**config.mk**
```make
export PLATFORM = sky130hd
export DESIGN_NAME = map_pixel_scaler_flat
export DESIGN_NICKNAME = d
export VERILOG_FILES = /design/src/rtl/map_pixel_scaler_if.sv /design/src/rtl/map_pixel_scaler.sv /design/src/flat_wrapper.sv
export SDC_FILE = /design/constraint.sdc
export NUM_CORES = 1
export LEC_CHECK = 0
export ABC_AREA = 1
export CAP_MARGIN = 0
export CORE_UTILIZATION = 40
export CTS_CLUSTER_DIAMETER = 30
export CTS_CLUSTER_SIZE = 20
export DETAILED_ROUTE_END_ITERATION = 10
export GPL_TIMING_DRIVEN = 0
export PLACE_DENSITY_LB_ADDON = 0.05
export SLEW_MARGIN = 5
export SYNTH_ARGS = -nofsm -noshare
export SYNTH_HDL_FRONTEND = slang
export SYNTH_SLANG_ARGS = --single-unit
```
**constraint.sdc**
```tcl
create_clock -name clk -period 6.7 [get_ports clk]
set_clock_uncertainty 0.15 [all_clocks]
set_input_delay 1.005 -clock clk [delete_from_list [all_inputs] [get_ports clk]]
set_output_delay 1.005 -clock clk [all_outputs]
set_load 0.03 [all_outputs]
```
**src/rtl/map_pixel_scaler_if.sv**
```systemverilog
// Purpose: pixel-coordinate / map-address bundle between dtg, map_pixel_scaler
//          and the colorizer.
// Signals:
//   video_on, pixel_row, pixel_column         dtg -> scaler
//   vid_addr                                  scaler -> map BRAM video port
//   pixel_row_d, pixel_column_d, out_of_map_d scaler -> colorizer (aligned with map data)
// Modports: master = coordinate source / result sink, slave = the scaler.
interface map_pixel_scaler_if #(
  parameter int unsigned ADDR_WIDTH = 14,
  parameter int unsigned PIX_W      = 12
);
  logic                  video_on;
  logic [PIX_W-1:0]      pixel_row;
  logic [PIX_W-1:0]      pixel_column;
  logic [ADDR_WIDTH-1:0] vid_addr;
  logic [PIX_W-1:0]      pixel_row_d;
  logic [PIX_W-1:0]      pixel_column_d;
  logic                  out_of_map_d;

  modport master (
    output video_on, pixel_row, pixel_column,
    input  vid_addr, pixel_row_d, pixel_column_d, out_of_map_d
  );

  modport slave (
    input  video_on, pixel_row, pixel_column,
    output vid_addr, pixel_row_d, pixel_column_d, out_of_map_d
  );
endinterface

```
**src/rtl/map_pixel_scaler.sv**
```systemverilog
// Purpose: turns dtg pixel_row/pixel_column into a world-map cell address using
//          incremental scale counters (no divider), and delays the pixel
//          coordinates plus an out-of-map flag so they reach the colorizer in the
//          same cycle as the map memory read data.
// Ports:
//   clk      pixel clock
//   reset_n  synchronous reset, active low
//   bus      map_pixel_scaler_if.slave: video_on/pixel_row/pixel_column in;
//            vid_addr (1 clk after the pixel), pixel_row_d/pixel_column_d/
//            out_of_map_d (1+MEM_LATENCY clks after the pixel) out.
// Build option: define MAP_SCALER_CENTER_EN to centre the map horizontally
//               (H_START=(H_ACTIVE-MAP_COLS*SCALE)/2); otherwise H_START=0.
module map_pixel_scaler #(
  parameter int unsigned MAP_COLS    = 128,
  parameter int unsigned MAP_ROWS    = 128,
  parameter int unsigned SCALE       = 6,
  parameter int unsigned H_ACTIVE    = 1024,
  parameter int unsigned V_ACTIVE    = 768,
  parameter int unsigned ADDR_WIDTH  = 14,
  parameter int unsigned MEM_LATENCY = 1
) (
  input logic               clk,
  input logic               reset_n,
  map_pixel_scaler_if.slave bus
);

`ifdef MAP_SCALER_CENTER_EN
  localparam int unsigned H_START = (H_ACTIVE - MAP_COLS * SCALE) / 2;
`else
  localparam int unsigned H_START = 0;
`endif
  localparam int unsigned PIX_W  = 12;
  localparam int unsigned DEPTH  = 1 + MEM_LATENCY;
  localparam int unsigned SUB_W  = $clog2(SCALE);
  localparam int unsigned CIDX_W = $clog2(MAP_COLS + 1);
  localparam int unsigned RIDX_W = $clog2(MAP_ROWS + 1);
  localparam int unsigned CA_W   = $clog2(MAP_COLS);
  localparam int unsigned RA_W   = $clog2(MAP_ROWS);

  logic [SUB_W-1:0]      col_sub, col_sub_n, row_sub, row_sub_n;
  logic [CIDX_W-1:0]     col_idx, col_idx_n;
  logic [RIDX_W-1:0]     row_idx, row_idx_n;
  logic [PIX_W-1:0]      prev_row, prev_col;
  logic                  synced, synced_n;
  logic                  below_start;
  logic                  out_of_map_c;
  logic [ADDR_WIDTH-1:0] vid_addr;
  logic [PIX_W-1:0]      row_pipe [DEPTH];
  logic [PIX_W-1:0]      col_pipe [DEPTH];
  logic                  oom_pipe [DEPTH];

  // Left margin only exists when the map is centred.
  if (H_START == 0) begin : g_no_margin
    assign below_start = 1'b0;
  end else begin : g_margin
    assign below_start = bus.pixel_column < PIX_W'(H_START);
  end

  // Column counters: clear at map start, advance only on a fresh next column.
  always_comb begin
    col_sub_n = col_sub;
    col_idx_n = col_idx;
    if (bus.pixel_column == PIX_W'(H_START)) begin
      col_sub_n = '0;
      col_idx_n = '0;
    end else if ((bus.pixel_column == prev_col + PIX_W'(1)) &&
                 (bus.pixel_column > PIX_W'(H_START))) begin
      if (col_sub == SUB_W'(SCALE - 1)) begin
        col_sub_n = '0;
        if (col_idx != CIDX_W'(MAP_COLS)) col_idx_n = col_idx + CIDX_W'(1);
      end else begin
        col_sub_n = col_sub + SUB_W'(1);
      end
    end
  end

  // Row counters: touched only at a line start; frame clear has priority.
  always_comb begin
    row_sub_n = row_sub;
    row_idx_n = row_idx;
    if ((bus.pixel_column == '0) && (bus.pixel_row != prev_row)) begin
      if (bus.pixel_row == '0) begin
        row_sub_n = '0;
        row_idx_n = '0;
      end else if (row_sub == SUB_W'(SCALE - 1)) begin
        row_sub_n = '0;
        if (row_idx != RIDX_W'(MAP_ROWS)) row_idx_n = row_idx + RIDX_W'(1);
      end else begin
        row_sub_n = row_sub + SUB_W'(1);
      end
    end
  end

  // After reset, outputs stay quiet until the first line start.
  assign synced_n = synced | (bus.pixel_column == '0);

  assign out_of_map_c = !bus.video_on || below_start || !synced_n ||
                        (bus.pixel_column >= PIX_W'(H_ACTIVE)) ||
                        (col_idx_n == CIDX_W'(MAP_COLS)) ||
                        (row_idx_n == RIDX_W'(MAP_ROWS)) ||
                        (bus.pixel_row >= PIX_W'(V_ACTIVE));

  // Counter state, address register and alignment pipe.
  always_ff @(posedge clk) begin
    if (!reset_n) begin
      col_sub  <= '0;
      col_idx  <= '0;
      row_sub  <= '0;
      row_idx  <= '0;
      prev_row <= '0;
      prev_col <= '0;
      synced   <= 1'b0;
      vid_addr <= '0;
      for (int unsigned i = 0; i < DEPTH; i++) begin
        row_pipe[i] <= '0;
        col_pipe[i] <= '0;
        oom_pipe[i] <= 1'b1;
      end
    end else begin
      col_sub  <= col_sub_n;
      col_idx  <= col_idx_n;
      row_sub  <= row_sub_n;
      row_idx  <= row_idx_n;
      prev_row <= bus.pixel_row;
      prev_col <= bus.pixel_column;
      synced   <= synced_n;
      vid_addr <= out_of_map_c ? '0 :
                  ADDR_WIDTH'({row_idx_n[RA_W-1:0], col_idx_n[CA_W-1:0]});
      row_pipe[0] <= synced_n ? bus.pixel_row : '0;
      col_pipe[0] <= synced_n ? bus.pixel_column : '0;
      oom_pipe[0] <= out_of_map_c;
      for (int unsigned i = 1; i < DEPTH; i++) begin
        row_pipe[i] <= row_pipe[i-1];
        col_pipe[i] <= col_pipe[i-1];
        oom_pipe[i] <= oom_pipe[i-1];
      end
    end
  end

  assign bus.vid_addr       = vid_addr;
  assign bus.pixel_row_d    = row_pipe[DEPTH-1];
  assign bus.pixel_column_d = col_pipe[DEPTH-1];
  assign bus.out_of_map_d   = oom_pipe[DEPTH-1];

endmodule

```
**src/flat_wrapper.sv**
```systemverilog
// flat-port wrapper written by rule: the top's interface ports become plain ports
module map_pixel_scaler_flat 
#(
  parameter int unsigned MAP_COLS    = 128,
  parameter int unsigned MAP_ROWS    = 128,
  parameter int unsigned SCALE       = 6,
  parameter int unsigned H_ACTIVE    = 1024,
  parameter int unsigned V_ACTIVE    = 768,
  parameter int unsigned ADDR_WIDTH  = 14,
  parameter int unsigned MEM_LATENCY = 1
)
  (clk, reset_n, bus_video_on, bus_pixel_row, bus_pixel_column, bus_vid_addr, bus_pixel_row_d, bus_pixel_column_d, bus_out_of_map_d);
  map_pixel_scaler_if #(.ADDR_WIDTH(ADDR_WIDTH)) bus_i ();
  input logic clk;
  input logic reset_n;
  input wire logic [$bits(bus_i.video_on)-1:0] bus_video_on;
  input wire logic [$bits(bus_i.pixel_row)-1:0] bus_pixel_row;
  input wire logic [$bits(bus_i.pixel_column)-1:0] bus_pixel_column;
  output wire logic [$bits(bus_i.vid_addr)-1:0] bus_vid_addr;
  output wire logic [$bits(bus_i.pixel_row_d)-1:0] bus_pixel_row_d;
  output wire logic [$bits(bus_i.pixel_column_d)-1:0] bus_pixel_column_d;
  output wire logic [$bits(bus_i.out_of_map_d)-1:0] bus_out_of_map_d;
  assign bus_i.video_on = bus_video_on;
  assign bus_i.pixel_row = bus_pixel_row;
  assign bus_i.pixel_column = bus_pixel_column;
  assign bus_vid_addr = bus_i.vid_addr;
  assign bus_pixel_row_d = bus_i.pixel_row_d;
  assign bus_pixel_column_d = bus_i.pixel_column_d;
  assign bus_out_of_map_d = bus_i.out_of_map_d;
  map_pixel_scaler #(.MAP_COLS(MAP_COLS), .MAP_ROWS(MAP_ROWS), .SCALE(SCALE), .H_ACTIVE(H_ACTIVE), .V_ACTIVE(V_ACTIVE), .ADDR_WIDTH(ADDR_WIDTH), .MEM_LATENCY(MEM_LATENCY)) u_core (.clk(clk), .reset_n(reset_n), .bus(bus_i));
endmodule
```
==> out/results.txt <==
status = completed
first-pass GRT wire length = 17700 um
Mapped Cells = 701
syn avg cell area = 7.13 um2
yosys warns = 0
Setup crit end kind = register
Post-Route WL = 10400 um
final-layout fill cell count = 1245
Final HPWL DP = 8200 um
WP data arrival = 3540 ps
Lkg Pwr = 2.89 nW
crit-path max cell delay = 480 ps
Final Cycle Share = 50.7%
largest net degree at the start of global routing = 19
die area = 0.0129 mm2
RSZ-0062 raised after global routing = no
top cells by area, synth = dfxtp_1, nand2_1, inv_1
layout cell share with drive strength beyond 1 = 9.22%
max-slew violations = 0
max-cap violations = 0
Die Wd = 114 um
Seq cells post-synth = 111
P per Cell Area = 207 mW/mm2
# rows = 40
Max VDD drop = 116 uV
routability cong. = 0.838
Final TNS setup = 0 ps
DR top layer = met4
Hold Crit Depth = 2
CTS Sinks = 111
worst-path maximum fanout = 10
library cells used by synthesis = 39
nets = 808
GRT Resource Usage Total = 17.6%
post-synthesis compound-gate area fraction = 3.05%
Tightest Pin Transition = 563 ps
deepest level of the CTS H-tree = 3
CTS tree = done
cell mode on critical path = nor2_1
antenna-violating nets left = 0
Initial Utilization = 41.3%
CTS Hold Bufs = 0
Residual DRC = 0
total CTS buffers = 9
P&R area growth vs syn = 22.9%
largest family of logic cells by synthesized area = simple AND/OR/NAND/NOR gates
critical path required time = 6840 ps
initial antenna violation count = 0
count leader, synth = nand2_1
Post-synth EDFFs = 0
CP Class = in -> reg
core area = 0.0121 mm2
CP cell instances = clkdlybuf4s50_1 -> nor2_1 -> nand3_1 -> nor3_1 -> nand2_1 -> inv_1 -> nand3_1 -> o21ai_0 -> nor2_1 -> nand2_1 -> nor2_1 -> nor2_1 -> nand2_2 -> buf_8 -> nor2_2
CTS Root Cell = clkbuf_16
final setup fails = 0
diodes inserted = 0
WL met3 = 277 um
final hold violation count = 0
# resized after CTS = 0
CP Launch Type = input port
setup bufs post-CTS = 0
Synth Flop Type = dfxtp_1
sequential area share after synthesis = 44.5%
slowest cell on the critical path = clkdlybuf4s50_1
wire per inst = 11.0 um
IO buf count = 64
Relative slew margins = 62.2%
top-area cell type share of the netlist area = 44.5%
IO Count = 66
worst hold path class = reg -> reg
net count after synthesis = 733
post-layout util = 50.7%
FMAX = 294 MHz
Post-synth top cells = nand2_1, inv_1, dfxtp_1, nor2_1, nand3_1
TritonRoute pass-1 iters = 4
simple-gate share of the synthesized area = 32.1%
global route overflow = 0
DIE HEIGHT = 114 um
min Tclk post-route = 3400 ps
CTS Buffer Depth = 2
routed length on met2 = 4940 um
Worst-path clk slew = 70 ps
vias in the first global route = 3866
Synth area leader = dfxtp_1
Met1 Routed Length = 5060 um
Synth Area in Adders = 1.25%
Post-Syn Area = 0.00500 mm2
XOR/XNOR Fraction of Synth Area = 4.21%
initial detailed-routing violation count = 161
Vias = 4136
asr flop ratio synth = 0%
multiplexer share of the synthesized area = 0%
Via density = 4.36
Worst-Skew Late Latency = 350 ps
worst-case reg-to-reg path depth = 19
[cell families (layout without fill, tap and decap cells)]
| kind of cell | after synthesis | in the layout |
|---|---|---|
| xor+xnor | 24 | 24 |
| flops | 111 | 111 |
| compound gates | 27 | 27 |
| simple gates | 364 | 364 |
| fa+ha+maj | 5 | 5 |
| buf+inv | 170 | 250 |
[layout by cell type (no fill, tap or decap), types with 2 or more instances in the layout]
| cell type | synthesis | final |
|---|---|---|
| clkbuf_1 | 11 | 11 |
| nand2_1 | 178 | 178 |
| nand3_4 | 2 | 2 |
| inv_6 | 0 | 2 |
| nor2_1 | 97 | 97 |
| a21oi_1 | 5 | 5 |
| nor2_4 | 3 | 3 |
| nor3_1 | 15 | 15 |
| xor2_1 | 14 | 14 |
| nand3_1 | 30 | 30 |
| buf_4 | 24 | 24 |
| clkbuf_16 | 0 | 9 |
| inv_1 | 128 | 128 |
| clkinv_1 | 2 | 2 |
| nand4_1 | 13 | 13 |
| nand3_2 | 3 | 3 |
| dfxtp_1 | 111 | 111 |
| ha_1 | 5 | 5 |
| clkdlybuf4s50_1 | 0 | 64 |
| nand2_2 | 5 | 5 |
| clkbuf_8 | 0 | 2 |
| o21ai_1 | 4 | 4 |
| xnor2_1 | 10 | 10 |
| nor2_2 | 11 | 11 |
| o21ai_0 | 12 | 12 |
[where the power goes]
group          total (mW)  internal (mW)  switching, mW  leakage (nW)
clock               0.518          0.275          0.243         0.143
sequential          0.673          0.667        0.00586         0.900
combinational      0.0801         0.0334         0.0467          1.85
total                1.27          0.976          0.295          2.89
[critical path, delay by kind of cell]
kind,cells,cell delay [ps]
AOI/OAI and AO/OA,1,120
buffers and inverters,3,890
and+or+nand+nor,11,1520
[sequential cells by signal, indices dropped and copies added (netlist names), 2 cells and up]
name / flops
u_core.row_pipe: 24
u_core.row_sub: 3
u_core.prev_row: 12
u_core.prev_col: 12
u_core.col_pipe: 24
u_core.col_sub: 3
u_core.oom_pipe: 2
u_core.bus.vid_addr: 14
u_core.row_idx: 8
u_core.col_idx: 8
[final timing paths]
check             slack, ps                 endpoint                   from
hold / removal          260   u_core.row_pipe[0][13]  u_core.row_pipe[0][1]
hold reg to reg         260   u_core.row_pipe[0][13]  u_core.row_pipe[0][1]
setup reg to reg       4000  u_core.bus.vid_addr[10]     u_core.prev_col[0]
setup / recovery       3300  u_core.bus.vid_addr[10]   bus_pixel_column[10]
[routing by layer]
layer / track usage, % / vias to the layer above
met5: 0 / -
met4: 7.53 / 0
met3: 3.03 / 9
met2: 29.3 / 45
met1: 22.4 / 1867
li1: - / 2215
[layout make-up]
type	instances	area [um2]	area share [%]
Tap cell	168	210	3.42
Clock buffer	11	253	4.12
Buffer	39	256	4.18
Multi-Input combinational cell	420	2030	33.0
Timing Repair Buffer	64	641	10.4
Inverter	131	492	8.01
Sequential cell	111	2220	36.2
Clock inverter	5	38.8	0.632
[per-stage QoR]
| step | instances | setup WS, ps | power, mW | hold WS, ps | cell area (um2) |
|---|---|---|---|---|---|
| floorplan | 701 | 3890 | 0.736 | 240 | 5000 |
| global placement | 933 | 2900 | 0.768 | 245 | 5850 |
| detailed placement | 933 | 2870 | 0.769 | 250 | 5850 |
| CTS | 949 | 3230 | 1.29 | 267 | 6140 |
| global route | 949 | 2970 | 1.33 | 276 | 6140 |
| finish | 949 | 3300 | 1.27 | 263 | 6140 |
Note: power is estimated with default switching activity, not from simulation.
